==> src/rtl/pipe_inc_pkg.sv <==
// ---------------------------------------------------------------
// pipe_inc_pkg: shared types and defaults for the +1 issue pipeline
// Rev 1.0
// ---------------------------------------------------------------
`default_nettype none

package pipe_inc_pkg;
  localparam int DW_C         = 32;
  localparam int LAT_C        = 5;
  localparam int OBUF_DEPTH_C = 8;
  localparam int CNT_W_C      = $clog2(OBUF_DEPTH_C + 1);

  typedef logic signed [DW_C-1:0] data_t;
  typedef logic [CNT_W_C-1:0]     cnt_t;
endpackage

`default_nettype wire

==> src/rtl/pipe_inc_obuf.sv <==
// ---------------------------------------------------------------
// pipe_inc_obuf: circular result buffer with simultaneous push/pop
// Rev 1.0
// ---------------------------------------------------------------
`default_nettype none

module pipe_inc_obuf
  import pipe_inc_pkg::*;
#(
  parameter int DW    = DW_C,
  parameter int DEPTH = OBUF_DEPTH_C,
  parameter int CNT_W = $clog2(DEPTH + 1)
) (
  input  logic                 clk,
  input  logic                 rst,
  input  logic                 push_i,
  input  logic signed [DW-1:0] push_data_i,
  input  logic                 pop_i,
  output logic signed [DW-1:0] head_o,
  output logic [CNT_W-1:0]     count_o,
  output logic                 full_o,
  output logic                 empty_o
);
  localparam int PW = (DEPTH > 1) ? $clog2(DEPTH) : 1;

  logic signed [DW-1:0] mem_q [DEPTH];
  logic [PW-1:0]        wr_ptr_q, wr_ptr_d;
  logic [PW-1:0]        rd_ptr_q, rd_ptr_d;
  logic [CNT_W-1:0]     count_q, count_d;

  // Explicit wrap keeps non-power-of-two depths correct.
  function automatic logic [PW-1:0] ptr_inc(input logic [PW-1:0] p);
    return (p == PW'(DEPTH - 1)) ? '0 : p + PW'(1);
  endfunction

  always_comb begin
    wr_ptr_d = push_i ? ptr_inc(wr_ptr_q) : wr_ptr_q;
    rd_ptr_d = pop_i  ? ptr_inc(rd_ptr_q) : rd_ptr_q;
    count_d  = count_q;
    if (push_i && !pop_i)      count_d = count_q + CNT_W'(1);
    else if (!push_i && pop_i) count_d = count_q - CNT_W'(1);
  end

  always_ff @(posedge clk or posedge rst) begin
    if (rst) begin
      wr_ptr_q <= '0;
      rd_ptr_q <= '0;
      count_q  <= '0;
    end else begin
      wr_ptr_q <= wr_ptr_d;
      rd_ptr_q <= rd_ptr_d;
      count_q  <= count_d;
    end
  end

  // Storage needs no reset: the head is masked whenever the buffer is empty.
  always_ff @(posedge clk) begin
    if (push_i) mem_q[wr_ptr_q] <= push_data_i;
  end

  assign empty_o = (count_q == '0);
  assign full_o  = (count_q == CNT_W'(DEPTH));
  assign count_o = count_q;
  assign head_o  = empty_o ? '0 : mem_q[rd_ptr_q];
endmodule

`default_nettype wire

==> src/rtl/pipe_inc_sched.sv <==
// ---------------------------------------------------------------
// pipe_inc_sched: ready/valid, credit-gated front end for a fixed +1 pipeline
// Rev 1.0
// ---------------------------------------------------------------
`default_nettype none

module pipe_inc_sched
  import pipe_inc_pkg::*;
#(
  parameter int DW         = DW_C,
  parameter int LAT        = LAT_C,
  parameter int OBUF_DEPTH = OBUF_DEPTH_C,
  parameter int CNT_W      = $clog2(OBUF_DEPTH + 1)
) (
  input  logic                 clk,
  input  logic                 rst,
  input  logic                 valid_in,
  input  logic signed [DW-1:0] pipe_in,
  output logic                 ready_in,
  output logic signed [DW-1:0] pipe_out1,
  output logic                 valid_out,
  input  logic                 ready_out,
  output logic [CNT_W-1:0]     in_flight,
  output logic                 idle
);
  logic signed [DW-1:0] data_q [LAT];
  logic [LAT-1:0]       vld_q;
  logic [CNT_W-1:0]     in_flight_q, in_flight_d;
  logic [CNT_W-1:0]     buf_count;
  logic                 buf_full, buf_empty;
  logic                 accept, out_pop;

  assign out_pop  = valid_out & ready_out;
  // A same-cycle pop frees a slot, so a full system still sustains one per cycle.
  assign ready_in = (in_flight_q < CNT_W'(OBUF_DEPTH)) | out_pop;
  assign accept   = valid_in & ready_in;

  always_comb begin
    in_flight_d = in_flight_q;
    if (accept && !out_pop)      in_flight_d = in_flight_q + CNT_W'(1);
    else if (!accept && out_pop) in_flight_d = in_flight_q - CNT_W'(1);
  end

  always_ff @(posedge clk or posedge rst) begin
    if (rst) begin
      vld_q       <= '0;
      in_flight_q <= '0;
    end else begin
      vld_q       <= {vld_q[LAT-2:0], accept};
      in_flight_q <= in_flight_d;
    end
  end

  always_ff @(posedge clk) begin
    data_q[0] <= pipe_in + DW'(1);
    for (int i = 1; i < LAT; i++) data_q[i] <= data_q[i-1];
  end

  pipe_inc_obuf #(
    .DW    (DW),
    .DEPTH (OBUF_DEPTH),
    .CNT_W (CNT_W)
  ) u_obuf (
    .clk         (clk),
    .rst         (rst),
    .push_i      (vld_q[LAT-1]),
    .push_data_i (data_q[LAT-1]),
    .pop_i       (out_pop),
    .head_o      (pipe_out1),
    .count_o     (buf_count),
    .full_o      (buf_full),
    .empty_o     (buf_empty)
  );

  assign valid_out = (buf_count != '0);
  assign in_flight = in_flight_q;
  assign idle      = (in_flight_q == '0);

  // Credits must make overflow and underflow unreachable.
  always @(posedge clk) begin
    if (!rst) begin
      assert (!(vld_q[LAT-1] && buf_full && !out_pop));
      assert (!(out_pop && buf_empty));
    end
  end
endmodule

`default_nettype wire

==> config.mk <==
export PLATFORM = sky130hd
export DESIGN_NAME = pipe_inc_sched
export DESIGN_NICKNAME = d
export VERILOG_FILES = /design/src/rtl/pipe_inc_pkg.sv /design/src/rtl/pipe_inc_obuf.sv /design/src/rtl/pipe_inc_sched.sv
export SDC_FILE = /design/constraint.sdc
export NUM_CORES = 1
export LEC_CHECK = 0
export ABC_CLOCK_PERIOD_IN_PS = 5800
export BUFFER_PORTS_ARGS = -buffer_cell sky130_fd_sc_hd__buf_2
export CAP_MARGIN = 10
export CORE_MARGIN = 2
export CORE_UTILIZATION = 40
export CTS_BUF_LIST = sky130_fd_sc_hd__clkbuf_16
export CTS_CLUSTER_DIAMETER = 120
export DETAILED_ROUTE_END_ITERATION = 6
export GPL_ROUTABILITY_DRIVEN = 0
export GPL_TIMING_DRIVEN = 0
export PLACE_DENSITY_LB_ADDON = 0.15
export SYNTH_ARGS = -nofsm -noshare
export SYNTH_HDL_FRONTEND = slang
export SYNTH_HIERARCHICAL = 1
export SYNTH_SLANG_ARGS = --single-unit
export TNS_END_PERCENT = 5
==> constraint.sdc <==
create_clock -name clk -period 5.8 [get_ports clk]
set_input_delay 0.29 -clock clk [delete_from_list [all_inputs] [get_ports clk]]
set_output_delay 0.29 -clock clk [all_outputs]
set_load 0.02 [all_outputs]
# Yosys cells after proc, flatten, opt, wreduce, memory -nomap -nowiden
# Memories as Yosys holds them, arrays and structs flattened.
# Index checks and enable logic that the tools add are counted.
# word_totals
memories	2
wordCells	41
ram_bits	416
reg_bits	19
inputBits	36
# op_classes
add_sub_neg	7
reduce_logical	12
bitwise	3
n_eq_ne	2
n_mux	9
n_lt_le_gt_ge	1
# memory_table
memory	words	word_bits	read_ports	rd_clocked_by_memory_dff	wr	line_no	rtl
u_obuf.mem_q	8	32	1	0	1	pipe_inc_obuf.sv:26	logic signed [DW-1:0] mem_q [DEPTH];
data_q	5	32	5	0	5	pipe_inc_sched.sv:26	logic signed [DW-1:0] data_q [LAT];
# op_table
cell	count
adder 32 x 2 -> 32 bit (second input constant)	1
two-way mux 32 bit	1
two-way mux 4 bit	4
adder 4 x 1 -> 4 bit (second input constant)	2
logical NOT 4 bit	2
subtractor 4 x 1 -> 4 bit (second input constant)	2
adder 3 x 1 -> 3 bit (second input constant)	2
== test 3 bit (second input constant)	2
two-way mux 3 bit	2
logical AND 1 bit	4
< comparator 4 bit (second input constant)	1
nonzero test 2 bit	2
nonzero test 4 bit	1
logical NOT 1 bit	3
bitwise AND 1 bit	2
two-way mux 1 bit	2
OR 1 bit	1

# Depth between registers and ports, before layout
# logic_depth
word_depth	8
ltp_mapped	11

# Cells and area by module
# Netlist, hierarchy kept.
# by_module_without_submodules
module	cells_each	area_per_inst_um2	n_inst
pipe_inc_obuf	439	10222.3	1
pipe_inc_sched	288	4255.3	1

# Worst setup path after synthesis
# OpenSTA, ideal clock, no wires.
# synth_timing
path_kind	register to register
from	register u_obuf.wr_ptr_q[0]
to	memory u_obuf/mem_q[0][0] (netlist bit), enable pin
slack_ps	2541
synth_period_minus_slack_ps	3259
n_path_buf	0
setup_time_ps	461
arrival_time_ps	2798
stages_incl_launch_ff	3
path_cell_list	dfrtp_1 nand2b_1 nor3_1
# synth_lines
item	line_no	rtl
from (decl)	pipe_inc_obuf.sv:27	logic [PW-1:0] wr_ptr_q, wr_ptr_d;
from (signal assigned)	pipe_inc_obuf.sv:50	wr_ptr_q <= wr_ptr_d;
to (decl)	pipe_inc_obuf.sv:26	
# No word-level cell before the write port.

# Worst setup path in the final report
# layout_timing
from	register u_obuf.count_q[0], in the netlist u_obuf/count_o[0]
to	output pipe_out1[11]
# layout_between
elab_chain_len	2
# layout_lines
item	line_no	rtl
from (decl)	pipe_inc_obuf.sv:29	logic [CNT_W-1:0] count_q, count_d;
from (signal assigned)	pipe_inc_obuf.sv:52	count_q <= count_d;
logical NOT 4 bit	pipe_inc_obuf.sv:61	assign empty_o = (count_q == '0);
net buf_empty	pipe_inc_sched.sv:30	logic buf_full, buf_empty;
two-way mux 32 bit	pipe_inc_obuf.sv:64	assign head_o = empty_o ? '0 : mem_q[rd_ptr_q];
to (decl)	pipe_inc_sched.sv:20	output logic signed [DW-1:0] pipe_out1,
# The timed path passes the listed nets, and every way through them passes these cells.

==> results by group <==
Run status
  – Status: finished, final reports clean

STA
  – Max Freq: 328 MHz
  – Worst clock skew: 0.00875 ns
  – Slew HR: 37.4%
  – Fin crit share: 52.5%
  – Total Neg Setup Slack: 0 ns
  – Fin. max-slew vios: 0
  – Tmin final: 3.05 ns
  – # setup viols final: 0
  – Slew @ Worst Pin: 0.936 ns
  – RSZ-0062 raised after global routing: false
  – Worst hold margin: 0.0238 ns
  – Endpoints failing hold: 0

Placement
  – Port-buffer cells: 74
  – Post-detail-place hpwl: 18700 µm

Clocking
  – CTS sink count: 435
  – Num CTS Buffers: 45
  – Post-CTS Setup Bufs: 0
  – CTS tree: built
  – Root Driver: clkbuf_16
  – Later-pin clock latency in the skew report: 0.53 ns
  – H-tree depth: 2
  – CTS Buffer Depth: 3
  – Clock Pin Slew Worst Setup and Hold Paths: 0.06 ns

Setup path
  – Slowest stage delay, CP: 0.68 ns
  – Kind of critical path: register to primary output
  – Crit path cell chain: nor4_4 -> nor2_1 -> clkbuf_1 -> a22o_1 -> buf_2
  – Worst path slowest cell: clkbuf_1
  – Startpoint types: register
  – Crit path max-delay family: buffers and inverters
  – CP bufs+invs: 2
  – Critical Path RT: 5.51 ns
  – CP Data Arrival Time: 2.76 ns
  – CP max FO: 10
  – Reg2Reg Setup Slack: 2.84 ns
  – Critical Path Sink Type: primary output

Die
  – Die Wd: 194 µm
  – Core Region: 35600 µm²
  – Rows: 69
  – Die Y-Extent: 194 µm
  – Die footprint: 37700 µm²
  – Starting Density: 40.7%
  – IO Pins: 75

Route
  – Initial DRT Pass Iterations: 4
  – Initial DRC Count: 391
  – Drt drc: 0
  – Wire per inst: 21.3 µm
  – Final ANT Viol Nets: 0
  – Routed WL: 29500 µm
  – Routed vias: 6948
  – Via-to-Cell Ratio: 5.01

Synthesis
  – Synth Net Count: 775
  – Synthesized area per cell: 19.9 µm²
  – Mapped Cells: 726
  – Ys Warns: 6
  – Area of the mapped netlist: 14500 µm²

Global routing
  – Initial antenna violation count: 0
  – First-pass GRT wire length: 44700 µm
  – GRT Total Usage: 15.8%
  – GRT overflow: 0
  – Pin count of the biggest net entering global routing: 21
  – Vias in the first global route: 7493

Finish
  – Fin nets: 939
  – FILL cells: 2938
  – N_diodes: 0
  – Syn-to-layout area delta: 20.8%
  – Share of post-route cells with drive strength above 1: 27.2%

Run
  – Max-cap violations: 0

Pwr
  – Worst VDD drop: 225 µV
  – Pleak: 0.00633 µW
  – Pwr/cell area: 515 nW/µm²

Worst hold path
  – HP Class: primary input to register
## sequential cells by signal (all words and copies together), names as in the netlist
| register | cells |
|---|---|
| u_obuf/wr_ptr_q | 3 |
| vld_q | 5 |
| u_obuf/count_o | 4 |
| u_obuf/mem_q | 256 |
| in_flight | 4 |
| u_obuf/rd_ptr_q | 3 |
| data_q | 160 |
## placed cells by master, fill, tap and decap left out, drive strengths merged, types with 19 or more instances in the layout
cell type / n
inv: 26
mux4: 64
dfrtp: 19
edfxtp: 256
dlygate4sd3: 29
clkbuf: 64
a22o: 32
dfxtp: 160
xor2: 22
nand2: 20
buf: 103
## layout make-up
class | instances | area, µm² | area share, %
flip-flops and latches | 435 | 11400 | 65.0
plain buffers | 27 | 175 | 1.00
repair buffers | 117 | 893 | 5.11
inverters | 11 | 41.3 | 0.236
well taps | 461 | 577 | 3.30
clock inverters | 32 | 183 | 1.05
multi-input cells | 253 | 2940 | 16.8
clock buffers | 52 | 1300 | 7.45
## per-layer routing
layer | routed length (µm) | track usage [%] | vias up
met3 | 1430 | 2.63 | 46
met1 | 12400 | 20.1 | 3553
met5 | 0 | 0 | -
met2 | 15100 | 27.9 | 183
li1 | - | - | 3166
met4 | 609 | 4.21 | 0
## what timing repair did
| item | in CTS | in global routing |
|---|---|---|
| hold endpoints to repair | 47 | 0 |
| hold buffers | 29 | 0 |
| resized for setup | 0 | 0 |
## path summary, 6_finish.rpt
path | startpoint | to | cells past startpoint
setup / recovery | u_obuf/count_o[0] | pipe_out1[11] | 5
hold / removal | pipe_in[1] | data_q[0][1] | 2
setup reg to reg | u_obuf/count_o[1] | u_obuf/count_o[3] | 10
hold reg to reg | data_q[3][6] | data_q[4][6] | 0
max in group asynchronous | rst | u_obuf/rd_ptr_q[0] | 3
min in group asynchronous | rst | in_flight[0] | 3
## power breakdown
| part | leakage [µW] | total, µW | switching (µW) | internal (µW) |
|---|---|---|---|---|
| combinational | 0.00166 | 2430 | 1400 | 1040 |
| sequential | 0.00390 | 3800 | 163 | 3630 |
| clock | 0.000766 | 2780 | 1130 | 1650 |
| total | 0.00633 | 9000 | 2690 | 6320 |
## metrics by stage
step	instances	power (µW)	util (%)	setup slack (ns)	instance area, µm²
2_1_floorplan	726	5420	-	2.54	14500
3_3_place_gp	1261	6210	43.3	-0.425	15400
3_5_place_dp	1275	6340	44.2	2.85	15700
4_1_cts	1388	9150	49.1	2.63	17500
5_1_grt	1388	9410	49.1	2.62	17500
6_report	1388	9000	49.1	2.75	17500
No activity file was read; power rests on OpenSTA's default activity.
